[src/rtl/pulse_pkg.sv]
// Shared types and helpers for the programmable pulse-train generator.
package pulse_pkg;

  localparam int unsigned CLAMP_W = 32;

  typedef enum logic [1:0] {
    IDLE  = 2'd0,
    DELAY = 2'd1,
    HIGH  = 2'd2,
    GAP   = 2'd3
  } pulse_state_t;

  // A zero-length high or gap phase still lasts one cycle.
  function automatic logic [CLAMP_W-1:0] clamp1(input logic [CLAMP_W-1:0] x);
    return (x == '0) ? CLAMP_W'(1) : x;
  endfunction

endpackage

[src/rtl/pulse_timer.sv]
// Loadable phase down-counter: load of N gives an expire after N cycles.
module pulse_timer #(
  parameter int unsigned WIDTH = 8
) (
  input  logic             clk,
  input  logic             rst,
  input  logic             load,
  input  logic [WIDTH-1:0] val,
  output logic             expire
);

  logic [WIDTH-1:0] cnt_q, cnt_d;

  always_comb begin
    cnt_d = cnt_q;
    if (load) begin
      cnt_d = val - WIDTH'(1);
    end else if (cnt_q != '0) begin
      cnt_d = cnt_q - WIDTH'(1);
    end
  end

  always_ff @(posedge clk or posedge rst) begin
    if (rst) begin
      cnt_q <= '0;
    end else begin
      cnt_q <= cnt_d;
    end
  end

  assign expire = (cnt_q == '0);

endmodule

[src/rtl/pulse_train.sv]
// Programmable pulse-train generator: delay, then count pulses of len high / gap low.
module pulse_train
  import pulse_pkg::*;
#(
  parameter int unsigned WIDTH  = 8,
  parameter int unsigned CNT_W  = 8,
  parameter int unsigned RETRIG = 0
) (
  input  logic             clk,
  input  logic             rst,
  input  logic             start,
  input  logic             stop,
  input  logic [WIDTH-1:0] dly,
  input  logic [WIDTH-1:0] len,
  input  logic [WIDTH-1:0] gap,
  input  logic [CNT_W-1:0] count,
  output logic             pulse,
  output logic             busy,
  output logic             done,
  output logic [CNT_W-1:0] pcnt
);

  pulse_state_t     state_q, state_d;
  logic [WIDTH-1:0] len_q, len_d, gap_q, gap_d;
  logic [CNT_W-1:0] count_q, count_d, pcnt_q, pcnt_d;
  logic             pulse_q, pulse_d, busy_q, busy_d, done_q, done_d;

  logic             tmr_load, tmr_expire;
  logic [WIDTH-1:0] tmr_val;
  logic [WIDTH-1:0] len_c, gap_c;
  logic [CNT_W-1:0] pcnt_inc_c;
  logic             start_ok_c;

  assign len_c      = WIDTH'(clamp1(CLAMP_W'(len)));
  assign gap_c      = WIDTH'(clamp1(CLAMP_W'(gap)));
  assign pcnt_inc_c = pcnt_q + CNT_W'(1);
  assign start_ok_c = start && ((state_q == IDLE) || (RETRIG != 0));

  pulse_timer #(.WIDTH(WIDTH)) u_timer (
    .clk    (clk),
    .rst    (rst),
    .load   (tmr_load),
    .val    (tmr_val),
    .expire (tmr_expire)
  );

  // Next-state, timer control and registered-output decode.
  always_comb begin
    state_d  = state_q;
    len_d    = len_q;
    gap_d    = gap_q;
    count_d  = count_q;
    pcnt_d   = pcnt_q;
    done_d   = 1'b0;
    tmr_load = 1'b0;
    tmr_val  = '0;

    if (stop) begin
      state_d = IDLE;
    end else if (start_ok_c) begin
      len_d    = len_c;
      gap_d    = gap_c;
      count_d  = count;
      pcnt_d   = '0;
      tmr_load = 1'b1;
      if (dly != '0) begin
        state_d = DELAY;
        tmr_val = dly;
      end else begin
        state_d = HIGH;
        tmr_val = len_c;
      end
    end else begin
      case (state_q)
        DELAY, GAP: begin
          if (tmr_expire) begin
            state_d  = HIGH;
            tmr_load = 1'b1;
            tmr_val  = len_q;
          end
        end
        HIGH: begin
          if (tmr_expire) begin
            pcnt_d = pcnt_inc_c;
            if ((count_q != '0) && (pcnt_inc_c == count_q)) begin
              state_d = IDLE;
              done_d  = 1'b1;
            end else begin
              state_d  = GAP;
              tmr_load = 1'b1;
              tmr_val  = gap_q;
            end
          end
        end
        default: state_d = IDLE;
      endcase
    end

    pulse_d = (state_d == HIGH);
    busy_d  = (state_d != IDLE);
  end

  always_ff @(posedge clk or posedge rst) begin
    if (rst) begin
      state_q <= IDLE;
      len_q   <= '0;
      gap_q   <= '0;
      count_q <= '0;
      pcnt_q  <= '0;
      pulse_q <= 1'b0;
      busy_q  <= 1'b0;
      done_q  <= 1'b0;
    end else begin
      state_q <= state_d;
      len_q   <= len_d;
      gap_q   <= gap_d;
      count_q <= count_d;
      pcnt_q  <= pcnt_d;
      pulse_q <= pulse_d;
      busy_q  <= busy_d;
      done_q  <= done_d;
    end
  end

  assign pulse = pulse_q;
  assign busy  = busy_q;
  assign done  = done_q;
  assign pcnt  = pcnt_q;

endmodule
[config.mk]
export PLATFORM = sky130hd
export DESIGN_NAME = pulse_train
export DESIGN_NICKNAME = d
export VERILOG_FILES = /design/src/rtl/pulse_pkg.sv /design/src/rtl/pulse_timer.sv /design/src/rtl/pulse_train.sv
export SDC_FILE = /design/constraint.sdc
export NUM_CORES = 1
export LEC_CHECK = 0
export CAP_MARGIN = 40
export CORE_ASPECT_RATIO = 0.6
export CORE_UTILIZATION = 48
export CTS_CLUSTER_DIAMETER = 50
export DETAILED_ROUTE_END_ITERATION = 7
export PLACE_DENSITY = 0.78
export SLEW_MARGIN = 20
export SYNTH_ARGS = -nofsm -noshare
export SYNTH_HDL_FRONTEND = slang
export SYNTH_SLANG_ARGS = --single-unit
[constraint.sdc]
create_clock -name clk -period 4.2 [get_ports clk]
set_input_delay 1.05 -clock clk [delete_from_list [all_inputs] [get_ports clk]]
set_output_delay 1.05 -clock clk [all_outputs]
set_load 0.02 [all_outputs]
---- Word level (Yosys, flattened, before mapping) ----
Index checks and enable logic that the tools add are counted.
word-level totals
  bits in registers ....................... 45
cells by class
  eq/ne operators ......................... 5
  multiplexer cells ....................... 32
  add/subtract/negate cells ............... 3
  reductions and logical operators ........ 16
  bitwise logic cells ..................... 1
operator list
  kind                                                                   count
  8-bit two-way mux                                                      13
  8-bit zero test                                                        3
  8-bit nonzero test                                                     3
  8-bit one-hot mux with 2 select lines                                  1
  8-bit by 1-bit subtractor with 8-bit output, second input constant     2
  2-bit two-way mux                                                      6
  1-bit two-way mux                                                      10
  8-bit by 1-bit adder with 8-bit output, second input constant          1
  8-bit equality test                                                    1
  2-bit nonzero test                                                     4
  2-bit equality test, second input constant                             3
  2-bit one-hot mux with 2 select lines                                  1
  3-bit AND reduction                                                    1
  2-bit by 1-bit equality test with 1-bit output, second input constant  1
  1-bit logical AND                                                      2
  2-bit zero test                                                        1
  1-bit one-hot mux with 2 select lines                                  1
  2-bit AND reduction                                                    1
  2-bit OR reduction                                                     1
  1-bit NOT                                                              1

---- Logic depth before layout (Yosys ltp) ----
Gate-level depths: netlist of the first run.
  depth in word-level cells ............... 10
  depth in mapped cells ................... 13
  gate-level depth less buffers ........... 12

---- Modules after synthesis ----
Synthesis of the first run repeated with hierarchy kept, for this count alone.
second synthesis, totals
  cells, all modules ...................... 311
  area, all modules ....................... 2703.8 sq um
by module, submodules not included
  module       seq. area each (sq um)  area each (sq um)  cells an instance  instances
  pulse_train  925.9                   2129.5             258                1
  pulse_timer  200.2                   574.3              53                 1

---- Worst setup path before layout of the first run ----
Ideal clock, no wire load.
  path type ............................... input to register
  from .................................... input port dly[4]
  to ...................................... register u_timer.cnt_q[6]
  slack ................................... 0.871 ns
  data arrival time ....................... 3.201 ns
  setup time .............................. 0.127 ns
  cell stages on the path ................. 11
  cells stage by stage .................... or4_1 > nor2_1 > a21oi_1 > o2bb2ai_1 > a31oi_1 > mux2i_1 > inv_1 > ha_1 > nor3b_1 > nand3_1 > mux2_1
on the way
  word-level cells in the longest chain between the ends .. 6
ends and longest elaborated chain
  element                                        RTL line           source
  start, declared                                pulse_train.sv:13  input logic [WIDTH-1:0] dly,
  8-bit nonzero test                             pulse_train.sv:66  if (dly != '0) begin
  8-bit two-way mux *                            pulse_train.sv:66
  8-bit two-way mux *                            pulse_train.sv:60  end else if (start_ok_c) begin
  8-bit two-way mux *                            pulse_train.sv:58  if (stop) begin
  8-bit by 1-bit subtractor with 8-bit output *  pulse_timer.sv:17  cnt_d = val - WIDTH'(1);
  8-bit two-way mux *                            pulse_timer.sv:16  if (load) begin
  end signal, assigned                           pulse_timer.sv:27  cnt_q <= cnt_d;
  end, declared                                  pulse_timer.sv:12  logic [WIDTH-1:0] cnt_q, cnt_d;
Every way passes the cells marked *; elsewhere a longest branch is shown, timed or not.
A chain may end at the register's enable or synchronous reset.

---- Final worst setup path of the first run ----
  from .................................... input port dly[5]
  to ...................................... register u_timer.cnt_q[6]
Same word-level chain as after synthesis.

==> summary.md, run 1 <==
| Metric | Value |
|---|---|
| Outcome | finished clean |
| Cells after Synth | 249 |
| Hpwl dp | 4605 um |
| WHS | 512.7 ps |
| Post-Synth Simple-Gate Area | 0.1654 |
| Crit path max fanout | 3 |
| Power per cell area | 426.1 mW/mm2 |
| Sequential cell area fraction in the yosys report | 0.4471 |
| Post-DRT Antenna Nets | 0 |
| Largest family of logic cells by synthesized area | compound AO/OA/AOI/OAI gates |
| Die X | 95.52 um |
| DIE HEIGHT | 58.11 um |
| Core area | 0.004802 mm2 |
| Share of cells above drive strength 1 | 0.1495 |
| Placer congestion estimate | 0.9279 |
| Rows | 19 |
| Async S/R FF share, synth | 1.000 |
| Unique masters post-synth | 50 |
| Max Fclk | 0.2860 GHz |
| Worst slew pin tran | 571.5 ps |
| CTS Sinks | 45 |
| Hold Fails Final Rpt | 0 |
| CTS Hold Buffers Added | 0 |
| Post-cts sizing count | 0 |
| Worst EP required | 4390 ps |
| Number of synthesized flops with an enable pin | 0 |
| Relative slew slack | 0.6190 |
| # IOs | 47 |
| Syn Area/Cell | 10.12 um2 |
| GRT Total Usage | 0.2470 |
| Setup TNS after final layout | 0 ps |
| Post-layout min period | 3497 ps |
| Netlist Area Pre-Place | 0.002519 mm2 |
| Synthesis-to-finish area growth | 25.98% |
| Total gr overflow | 0 |
| Worst hold path type | reg2reg |
| CP Launch Type | input pin |
| Synth Area in Compound Gates | 0.1694 |
| Die area | 0.005550 mm2 |
| Synthesized netlist net count | 287 |
| Filler cells | 413 |
| CTS buffer count | 5 |
| Synth area leader | dfrtp_1 |
| Ys Warns | 0 |
| CTS tree | done |
| Drt initial violations | 161 |
| Initial antenna violation count | 0 |
| Synth top area share | 0.4471 |
| Xor/xnor share of the synthesized area | 0.03825 |
| Prevailing post-synth register cell | dfrtp_1 |
| Peak VDD IR | 0.2483 mV |
| Fin nets | 338 |
| Vias per cell | 5.945 |
| Number of global-route vias before repair | 2,062 |
| Multiplexer share of the synthesized area | 0.1267 |
| Largest net degree at the start of global routing | 46 |
| Cells along the critical path | clkdlybuf4s50_1 > or4_1 > nor4_1 > a221o_1 > a31oi_1 > mux2i_1 > inv_1 > ha_1 > nor3b_1 > nand3_1 > mux2_1 |
| H-tree Lvls | 2 |
| Slowest cell on crit path | or4_1 |
| P_leak | 1.272 nW |
| Final Util | 0.6608 |
| Final slew viol count | 0 |
| Tcrit/Tclk final | 0.8326 |
| Setup Skew | 4.159 ps |
| Post-Route WL | 6123 um |
| Max-cap violations | 0 |
| Routed wire length per instance | 16.82 um |
| Register bit total from synthesis | 45 |
| First-pass GRT wire length | 10,340 um |
| Fin cells | 364 |
| Min setup slack post-route | 702.9 ps |
| DRC errors left | 0 |
| Routed vias | 2,164 |
| Placed cell count | 356 |
| Initial DRT Pass Iterations | 4 |
| Crit-path max cell delay | 540 ps |
| Clock slew at reported path FFs | 90 ps |
| Ranking of synthesized cells by area | dfrtp_1 45%, mux2_2 9.4%, a21oi_1 4.0% |
| Initial Util | 0.5245 |
| RSZ-0062 raised after global routing | false |
| Inserted Diodes | 0 |
| Final setup viols | 0 |
| Post-synthesis adder-cell area fraction | 0.009935 |
| Clock Latency Late Sink | 300 ps |
| Crit path kind | in2reg |
| Clk buf depth | 2 |
| CP Capture Type | flip-flop |
| Dpl ws | 449.4 ps |
| Post-CTS Setup Inserts | 0 |
| IO Port Bufs | 46 |
| Worst EP arrival | 3680 ps |
| Root Driver | clkbuf_8 |
[sequential cells by signal, indices dropped and copies added, names as in the netlist]
register / count
count_q: 8
gap_q: 8
len_q: 8
pcnt: 8
u_timer.cnt_q: 8
state_q: 2
busy: 1
done: 1
pulse: 1
[stage by stage]
| stage | total power, mW | cell area [um2] |
|---|---|---|
| after global placement | 0.9912 | 3053 |
| after floorplan | 0.8763 | 2519 |
| after global routing | 1.437 | 3173 |
| final | 1.352 | 3173 |
| after CTS | 1.355 | 3173 |
| after detailed placement | 1.008 | 3053 |
[per-layer routing]
| layer | up-vias | global-route usage | routed length (um) |
|---|---|---|---|
| met4 | 0 | 0.04691 | 35 |
| met5 | - | 0 | 0 |
| met1 | 1021 | 0.4055 | 3057 |
| li1 | 1020 | - | - |
| met2 | 119 | 0.3286 | 2467 |
| met3 | 4 | 0.05249 | 562 |
[placed cells by master, fill, tap and decap left out, drive strengths merged, types with 2 or more instances in the layout]
master	n
or3	2
a211o	2
clkbuf	6
a211oi	2
inv	10
or4	5
and3	3
dfrtp	45
or2	2
nor2b	3
clkdlybuf4s50	46
a31oi	8
o2bb2ai	4
mux2	23
o21ai	17
nand3	5
xor2	2
nor2	18
nor3	8
mux2i	6
ha	2
nand2	12
o22a	2
nand4	2
nor4	8
a21oi	20
buf	8
a21o	2
xnor2	9
nor3b	3
[worst paths after layout]
kind / start / to / slack, ps / cells past startpoint
max: dly[5] / u_timer.cnt_q[6]$_DFFE_PP0P_ / 700 / 11
max reg2reg: pcnt[0]$_DFFE_PP0P_ / u_timer.cnt_q[6]$_DFFE_PP0P_ / 730 / 12
min reg2reg: len_q[7]$_DFFE_PP0P_ / len_q[7]$_DFFE_PP0P_ / 510 / 1
max in group asynchronous: rst / len_q[0]$_DFFE_PP0P_ / 2600 / 3
min in group asynchronous: rst / pcnt[4]$_DFFE_PP0P_ / 1210 / 3
min: len_q[7]$_DFFE_PP0P_ / len_q[7]$_DFFE_PP0P_ / 510 / 1
[cells in the mapped netlist (all sizes together), types with 2 or more instances]
library cell	count
a211o	2
a211oi	2
a21o	2
a21oi	20
a31oi	8
and3	3
buf	6
clkbuf	4
dfrtp	45
ha	2
inv	11
mux2	23
mux2i	6
nand2	12
nand3	5
nand4	2
nor2	18
nor2b	3
nor3	8
nor3b	3
nor4	8
o21ai	17
o22a	2
o2bb2ai	4
or2	2
or3	2
or4	5
xnor2	9
xor2	2
[power by group]
| group | internal [mW] | total (mW) | switching [mW] |
|---|---|---|---|
| logic | 0.198 | 0.385 | 0.188 |
| clock network | 0.194 | 0.345 | 0.151 |
| registers | 0.540 | 0.622 | 0.0820 |
[critical path, delay by kind of cell]
family | cells | cell delay [ps]
compound gates | 2 | 210
fa+ha+maj | 1 | 210
buf+inv | 2 | 520
mux | 2 | 580
simple gates | 4 | 1110
[cell families (layout without fill, tap and decap cells)]
family	count (synthesis)	in the layout
DFF	45	45
muxes	29	29
buffers and inverters	21	73
and+or+nand+nor	75	75
xor gates and xnor gates	11	11
AOI/OAI and AO/OA	66	66
adders and majority gates	2	2
[layout make-up]
cell class	count	area (um2)	area share
multi-input cells	183	1286	0.4054
flip-flops and latches	45	1126	0.3549
repair buffers	54	520.5	0.1640
clock buffers	6	82.58	0.02603
well taps	63	78.83	0.02484
inverters	11	41.29	0.01301
clock inverters	2	37.54	0.01183
Note: power is estimated with default switching activity, not from simulation.
==> inputs of run 2 (changes only) <==
Clock period 4.2 ns to 3.45 ns, I/O delays scaled along.
==> run 2 against run 1 <==
Count of clock-buffer cells in the layout increased by 1. Hold slack got worse by 1.4 ps. Sequential cell count unchanged. Setup slack got worse by 560 ps. Clock skew increased by 1.5 ps. Routed wire length increased by 2.4%. Final cell count increased by 4.7%. Critical endpoint unchanged.
==> summary.md, run 2 (synthesis results as in run 1) <==
| Metric | Value |
|---|---|
| CTS buffer count | 5 |
| H-tree Lvls | 2 |
| Commonest non-fill, non-tap cells in the layout | 46 x clkdlybuf4s50_1, 43 x dfrtp_1, 24 x buf_4 |
| Post-layout min period | 3305 ps |
| Design area | 0.003299 mm2 |
| Placer congestion estimate | 0.9056 |
| Initial Util | 0.5245 |
| Worst EP required | 3640 ps |
| Fin nets | 355 |
| # IOs | 47 |
| Final setup viols | 0 |
| Dpl ws | -136.8 ps |
| Hpwl dp | 4752 um |
| Vias per cell | 5.895 |
| Post-DRT Antenna Nets | 0 |
| DRC errors left | 0 |
| Setup TNS after final layout | 0 ps |
| Drt initial violations | 224 |
| Setup Skew | 5.632 ps |
| Tcrit/Tclk final | 0.9580 |
| R2r worst-path depth | 10 |
| Largest net degree at the start of global routing | 46 |
| Max Fclk | 0.3026 GHz |
| Synthesis-to-finish area growth | 31.00% |
| Peak VDD IR | 0.2835 mV |
| Worst hold path type | reg2reg |
| Worst EP arrival | 3500 ps |
| Total gr overflow | 0 |
| Routed wire length per instance | 16.46 um |
| Root Driver | clkbuf_8 |
| CTS Sinks | 45 |
| Die X | 95.52 um |
| Wire length on met2 | 2513 um |
| Relative slew slack | 0.6169 |
| Clock Latency Late Sink | 300 ps |
| Clock slew at reported path FFs | 80 ps |
| Commonest non-fill, non-tap cell in the layout | clkdlybuf4s50_1 |
| Inserted Diodes | 0 |
| DIE HEIGHT | 58.11 um |
| CP Capture Type | flip-flop |
| Routed vias | 2,246 |
| Cells on Worst Hold Path | 1 |
| CTS tree | done |
| Number of global-route vias before repair | 2,110 |
| Worst slew pin tran | 574.6 ps |
| Initial DRT Pass Iterations | 4 |
| Min setup slack post-route | 144.9 ps |
| Top Metal Used | met4 |
| CP Launch Type | input pin |
| Core area | 0.004802 mm2 |
| Clk buf depth | 2 |
| Share of cells above drive strength 1 | 0.2044 |
| Power per cell area | 496.0 mW/mm2 |
| WL met3 | 497 um |
| DRT met1 WL | 3203 um |
| Overall power | 1.636 mW |
| Hold Fails Final Rpt | 0 |
| Post-Route WL | 6273 um |
| Initial antenna violation count | 0 |
| Die area | 0.005550 mm2 |
| RSZ-0062 raised after global routing | false |
| First-pass GRT wire length | 10,520 um |
| Max-cap violations | 0 |
| Crit path kind | in2reg |
| Rows | 19 |
| Crit path max fanout | 3 |
| Final slew viol count | 0 |
| P_leak | 1.352 nW |
| Outcome | finished clean |
| GRT Total Usage | 0.2580 |
| Placed cell area | 0.003193 mm2 |
| IO Port Bufs | 46 |
-- run 2: changes by cell type in the layout (fill, tap and decap cells not counted), sizes merged --
cell / change
buf: +17
bufinv: -1
clkbuf: +1
clkinv: +1
clkinvlp: -1
-- run 2: worst paths after layout --
check	endpoint	slack (ps)	from
min in group asynchronous	done$_DFF_PP0_	1000	rst
min reg2reg	len_q[1]$_DFFE_PP0P_	510	len_q[1]$_DFFE_PP0P_
max	u_timer.cnt_q[6]$_DFFE_PP0P_	140	dly[4]
max reg2reg	u_timer.cnt_q[7]$_DFFE_PP0P_	190	pcnt[1]$_DFFE_PP0P_
min	len_q[1]$_DFFE_PP0P_	510	len_q[1]$_DFFE_PP0P_
max in group asynchronous	pcnt[2]$_DFFE_PP0P_	2020	rst
-- run 2: cell type report --
cell class	instances	area, um2
Multi-Input combinational cell	183	1289
Inverter	11	41.29
Clock buffer	7	96.34
Fill cell	381	1503
Tap cell	63	78.83
Clock inverter	1	5.005
Sequential cell	45	1129
Timing Repair Buffer	71	660.6
-- run 2: layer usage --
| layer | GRT usage | vias up |
|---|---|---|
| met5 | 0 | - |
| met4 | 0.07036 | 0 |
| met3 | 0.06037 | 9 |
| met2 | 0.3469 | 95 |
| met1 | 0.4098 | 1075 |
| li1 | - | 1067 |
-- run 2: through the flow --
stage | hold WS (ps) | util | instances
2_1_floorplan | 480.5 | - | 249
3_3_place_gp | 490.1 | 0.6649 | 373
3_5_place_dp | 498.1 | 0.6649 | 373
4_1_cts | 516.9 | 0.6860 | 381
5_1_grt | 527.9 | 0.6871 | 381
6_report | 511.4 | 0.6871 | 381
-- run 2: worst max-delay path, cell delays in order --
cell and delay [ps]:
clkdlybuf4s50_1 410, or4_1 550, nor4_1 310, a221o_1 170, a31oi_1 40, mux2i_1 260
inv_1 80, ha_1 210, nor3b_1 170, nand3_1 110, mux2_1 320
-- run 2: repair_timing --
action	CTS	global route
endpoints found under the setup margin	0	4
hold buffers	0	0
resized for setup	0	3
buffers inserted	0	0
-- run 2: report_power, final --
| part | switching (mW) | internal, mW |
|---|---|---|
| clock | 0.177 | 0.181 |
| sequential | 0.101 | 0.657 |
| combinational | 0.239 | 0.281 |
